`config.mk`:
```
export PLATFORM = sky130hd
export DESIGN_NAME = bit40_div
export DESIGN_NICKNAME = d
export VERILOG_FILES = /design/src/rtl/bit40_div_pkg.sv /design/src/rtl/div_step.sv /design/src/rtl/bit40_div.sv
export SDC_FILE = /design/constraint.sdc
export NUM_CORES = 1
export LEC_CHECK = 0
export CORE_UTILIZATION = 55
export CTS_CLUSTER_DIAMETER = 30
export DETAILED_ROUTE_END_ITERATION = 10
export GPL_TIMING_DRIVEN = 0
export PLACE_DENSITY = 0.92
export SKIP_CTS_REPAIR_TIMING = 1
export SLEW_MARGIN = 5
export SYNTH_ARGS = -nofsm -noshare
export SYNTH_HDL_FRONTEND = slang
export SYNTH_SLANG_ARGS = --single-unit
```
`constraint.sdc`:
```
create_clock -name clk -period 5.45 [get_ports clk]
set_input_delay 1.09 -clock clk [delete_from_list [all_inputs] [get_ports clk]]
set_output_delay 1.09 -clock clk [all_outputs]
set_load 0.05 [all_outputs]
```
`src/rtl/bit40_div_pkg.sv`:
```
// rtl/bit40_div_pkg.sv - shared widths and FSM state type for the 40/8 restoring divider
package bit40_div_pkg;
   localparam int DIVIDEND_W = 40;
   localparam int DIVISOR_W  = 8;
   localparam int NARROW_W   = 32;
   localparam int CNT_W      = $clog2(DIVIDEND_W + 1);

   typedef enum logic [1:0] {
      IDLE = 2'd0,
      RUN  = 2'd1,
      DONE = 2'd2
   } state_t;
endpackage

```
`src/rtl/div_step.sv`:
```
// rtl/div_step.sv - one combinational restoring division step
module div_step
   import bit40_div_pkg::*;
(
   input  logic [DIVISOR_W-1:0] rem_in,
   input  logic                 bit_in,
   input  logic [DIVISOR_W-1:0] divisor,
   output logic [DIVISOR_W-1:0] rem_out,
   output logic                 q_bit
);
   logic [DIVISOR_W:0] r_ext;

   // The restored remainder is always below the divisor, so the low bits of the
   // wrapped difference are exact once the 9-bit compare has passed.
   always_comb begin
      r_ext   = {rem_in, bit_in};
      q_bit   = r_ext[DIVISOR_W] | (r_ext[DIVISOR_W-1:0] >= divisor);
      rem_out = q_bit ? (r_ext[DIVISOR_W-1:0] - divisor) : r_ext[DIVISOR_W-1:0];
   end
endmodule

```
`src/rtl/bit40_div.sv`:
```
// rtl/bit40_div.sv - sequential 40/8 unsigned divider, one restoring step per clock
// Optional DIV_SHORTCUT_EN: dividend < divisor finishes directly from IDLE.
module bit40_div
   import bit40_div_pkg::*;
(
   input  logic                  clk,
   input  logic                  reset,
   input  logic                  in_valid,
   output logic                  in_ready,
   input  logic [DIVIDEND_W-1:0] dividend,
   input  logic [DIVISOR_W-1:0]  divisor,
   output logic                  out_valid,
   input  logic                  out_ready,
   output logic [DIVIDEND_W-1:0] quotient,
   output logic [DIVISOR_W-1:0]  remainder,
   output logic                  q_ovf,
   output logic                  div_zero
);
   state_t                state_q, state_d;
   logic [CNT_W-1:0]      cnt_q, cnt_d;
   logic [DIVIDEND_W-1:0] shreg_q, shreg_d;
   logic [DIVISOR_W-1:0]  rem_q, rem_d;
   logic [DIVISOR_W-1:0]  dvsr_q, dvsr_d;
   logic [DIVIDEND_W-1:0] quotient_q, quotient_d;
   logic [DIVISOR_W-1:0]  remainder_q, remainder_d;
   logic                  q_ovf_q, q_ovf_d;
   logic                  div_zero_q, div_zero_d;

   logic [DIVISOR_W-1:0]  step_rem;
   logic                  step_q;
   logic [DIVIDEND_W-1:0] next_shreg;

   div_step u_step (
      .rem_in  (rem_q),
      .bit_in  (shreg_q[DIVIDEND_W-1]),
      .divisor (dvsr_q),
      .rem_out (step_rem),
      .q_bit   (step_q)
   );

   // Dividend bits leave at the top while quotient bits enter at the bottom.
   assign next_shreg = {shreg_q[DIVIDEND_W-2:0], step_q};

   always_comb begin
      state_d     = state_q;
      cnt_d       = cnt_q;
      shreg_d     = shreg_q;
      rem_d       = rem_q;
      dvsr_d      = dvsr_q;
      quotient_d  = quotient_q;
      remainder_d = remainder_q;
      q_ovf_d     = q_ovf_q;
      div_zero_d  = div_zero_q;
      unique case (state_q)
         IDLE: begin
            if (in_valid) begin
               shreg_d = dividend;
               rem_d   = '0;
               dvsr_d  = divisor;
               cnt_d   = '0;
               if (divisor == '0) begin
                  state_d     = DONE;
                  quotient_d  = '1;
                  remainder_d = dividend[DIVISOR_W-1:0];
                  q_ovf_d     = 1'b1;
                  div_zero_d  = 1'b1;
`ifdef DIV_SHORTCUT_EN
               end else if (dividend < {{(DIVIDEND_W-DIVISOR_W){1'b0}}, divisor}) begin
                  state_d     = DONE;
                  quotient_d  = '0;
                  remainder_d = dividend[DIVISOR_W-1:0];
                  q_ovf_d     = 1'b0;
                  div_zero_d  = 1'b0;
`endif
               end else begin
                  state_d = RUN;
               end
            end
         end
         RUN: begin
            shreg_d = next_shreg;
            rem_d   = step_rem;
            cnt_d   = cnt_q + 1'b1;
            if (cnt_q == CNT_W'(DIVIDEND_W - 1)) begin
               state_d     = DONE;
               quotient_d  = next_shreg;
               remainder_d = step_rem;
               q_ovf_d     = |next_shreg[DIVIDEND_W-1:NARROW_W];
               div_zero_d  = 1'b0;
            end
         end
         DONE: begin
            if (out_ready) begin
               state_d = IDLE;
            end
         end
         default: state_d = IDLE;
      endcase
   end

   always_ff @(posedge clk) begin
      if (reset) begin
         state_q     <= IDLE;
         cnt_q       <= '0;
         shreg_q     <= '0;
         rem_q       <= '0;
         dvsr_q      <= '0;
         quotient_q  <= '0;
         remainder_q <= '0;
         q_ovf_q     <= 1'b0;
         div_zero_q  <= 1'b0;
      end else begin
         state_q     <= state_d;
         cnt_q       <= cnt_d;
         shreg_q     <= shreg_d;
         rem_q       <= rem_d;
         dvsr_q      <= dvsr_d;
         quotient_q  <= quotient_d;
         remainder_q <= remainder_d;
         q_ovf_q     <= q_ovf_d;
         div_zero_q  <= div_zero_d;
      end
   end

   assign in_ready  = (state_q == IDLE);
   assign out_valid = (state_q == DONE);
   assign quotient  = quotient_q;
   assign remainder = remainder_q;
   assign q_ovf     = q_ovf_q;
   assign div_zero  = div_zero_q;
endmodule

```
==> results.toml <==
[yosys]
synth_mux_area_share_pct = 0.8572
synth_xor_area_share_pct = 0.3429
synthCells = 632
synthAdderAreaFrac_pct = 2.596
ys_ff_latch = 114
netlist_area_um2 = 5109
yosys.area.top_type_share_pct = 44.67
yosys.area_share.simple_pct = 23.19
synth.avg_cell_area_um2 = 8.083
yosys_warnings = 0
syn_nets = 694
synth_async_sr_flop_share_pct = 0
synth_cell_types = 53
synth_top_area_cell = "dfxtp_1"
yosys-top-cells-area = "dfxtp_1 (45%), nor2_1 (11%), a211oi_1 (7.2%)"
synth_top_family_by_area = "simple AND/OR/NAND/NOR gates"
synth_edf_count = 0
synth_compound_area_share_pct = 22.61
synth.yosys.seq_area_share_pct = 44.67
synth_ff_type = "dfxtp_1"

[final_layout]
seqCellArea_um2 = 2282
nets = 814
postLayoutCoreUtil_pct = 77.06
final_cell_mix = "nor2_1 (156), dfxtp_1 (114), clkdlybuf4s50_1 (101)"
final-instance-count-excl-fill = 872
antennaDiodeCount = 0
final_common_cell = "nor2_1"
nFillCells = 558
multi_input_area_um2 = 2534
drive_above_1_share_pct = 8.639
area_growth_pct = 33.48

[grt]
grt_max_degree = 17
gr-total-overflow = 0
grt_pass1_vias = 5349
grt_util_all_layers_pct = 32.94
antenna_found_initial = 0
grt_pass1_wl_um = 25150

[setup_path]
cp-end-kind = "output pin"
crit_chain = "buf_2, nor2b_1, clkdlybuf4s50_1"
cp_slowest_cell = "clkdlybuf4s50_1"
cp_top_family = "buffers and inverters"
crit_required_ns = 4.36
critPathMaxFanout = 10
worst-path-buf-inv = 2
slowest_delay_ns = 0.83
cp.arrival_ns = 2.14
worst_setup_path_start_kind = "flop"
path_class = "reg2out"

[place]
post-place-cells = 841
hpwl_um = 10460
gp_congestion = 0.8723
io_buffers = 101

[pwr]
power.density_nw_per_um2 = 398.2
seq_power_share_pct = 36.3
swShare_pct = 32.76
design_power_total_mw = 2.716
pwr-share-clk_pct = 38.8
leakagePower_nw = 2.635
p_sw_mw = 0.8895
combPwrFrac_pct = 24.9
p_int_mw = 1.826
irDropWorstVdd_mv = 0.2330

[timing]
period_needed_ns = 3.227
fmax_mhz = 309.9
relSlewSlack_pct = 60.90
slew_violations = 0
hold_viol_final = 0
fin_crit_sh_pct = 59.20
holdWs_ns = 0.4622
worst_pin_slew_ns = 0.5865
tns_ns = 0
clock_skew_ns = 0.007814
setup_viol = 0
grt_setup_unrepaired = "false"

[floorplanning]
row_count = 34
design.die.area_um2 = 9678
die_x_um = 98.38
core_region_area_um2 = 8848
io_pins = 104
initial_core_util_pct = 57.73
dieHeight_um = 98.38

[clocking]
cts_max_path_buffers = 2
clk_latency_ns = 0.52
cts.sinks = 114
clkTransAtPathRegs_ns = 0.05
cts_root_buf = "clkbuf_8"
cts_tree = "yes"
htree_levels = 4
cts_inserted_buffers = 17

[routing]
wirelength_um = 15420
drc_errors = 5
vias = 5380
first_pass_iters = 10
ant_nets = 0
drtIter0Drc = 565
vias_per_cell = 6.170
avgRoutedWirePerCell_um = 17.68

[worst_hold_path]
min_path_type = "reg2reg"

[outcome]
violations = "DRC"
status = "complete, but fails checks"

[job]
drv_cap = 0
[area by class of cell]
class	instances	area share [%]
plain buffers	51	3.523
inverters	14	0.7706
well taps	108	1.982
flip-flops and latches	114	33.47
clock inverters	13	2.000
multi-input cells	453	37.16
clock buffers	18	6.275
repair buffers	101	14.83
[metrics by stage]
stage                     cell area [um^2]  setup slack (ns)
after floorplan                       5109             3.074
after global routing                  6819             2.159
final                                 6819             2.223
after global placement                6255             2.317
after detailed placement              6255             2.262
after CTS                             6819             2.221
[tightest hold or removal path, cell delays in order (launching register included)]
cell	delay, ns
dfxtp_1	0.31
nand2_1	0.05
a21oi_1	0.05
[per-layer routing]
| metal | share of wire [%] | up-vias | global-route usage [%] |
|---|---|---|---|
| li1 | - | 2458 | - |
| met1 | 39 | 2477 | 38.61 |
| met2 | 47 | 356 | 54.98 |
| met3 | 8.8 | 89 | 6.943 |
| met4 | 5.3 | 0 | 20.90 |
| met5 | 0 | - | 0 |
[final timing paths]
kind,from,to,slack (ns),depth (start not counted)
worst min register to register,dvsr_q[3],dvsr_q[3],0.46,2
worst max register to register,shreg_q[39],remainder[0],3.03,9
worst max-delay path,state_q[1],out_valid,2.22,3
worst min-delay path,dvsr_q[3],dvsr_q[3],0.46,2
[state kept, by name (all words and copies together) (netlist names)]
name and cells:
q_ovf 1, dvsr_q 8, rem_q 8, shreg_q 40, state_q 2, remainder 8
quotient 40, cnt_q 6, div_zero 1
[kinds of logic (layout without fill, tap and decap cells)]
| family | Yosys count | after routing |
|---|---|---|
| flops | 114 | 114 |
| fa+ha+maj | 10 | 10 |
| compound gates | 150 | 150 |
| xor+xnor | 2 | 2 |
| mux | 4 | 4 |
| buf+inv | 65 | 197 |
| simple gates | 287 | 287 |
[power groups by stage]
stage | Combinational, mW | Clock, mW | Sequential (mW)
after CTS | 0.668 | 1.05 | 0.982
after global routing | 0.728 | 1.09 | 0.994
after detailed placement | 0.654 | 0 | 0.997
after floorplan | 0.344 | 0 | 1.10
final | 0.677 | 1.05 | 0.985
after global placement | 0.632 | 0 | 0.993
[cells in the mapped netlist (2+ instances only)]
cell,number
a211oi_1,49
a211oi_2,2
a21oi_1,22
a22oi_1,5
a2bb2oi_1,6
a311oi_1,38
a311oi_2,2
a41oi_1,2
and2b_1,2
and3_1,2
buf_1,2
buf_2,15
buf_4,8
clkbuf_1,26
dfxtp_1,114
ha_1,9
inv_1,13
mux2_2,3
nand2_1,91
nand2b_1,5
nand3_1,5
nand4_1,3
nand4b_1,2
nor2_1,156
nor2b_1,2
nor3_1,7
nor3b_1,3
nor4_1,3
o21a_1,2
o21ai_0,6
o21ai_1,2
o21bai_1,3
xor2_1,2
Power figures use the tool's default switching activity.
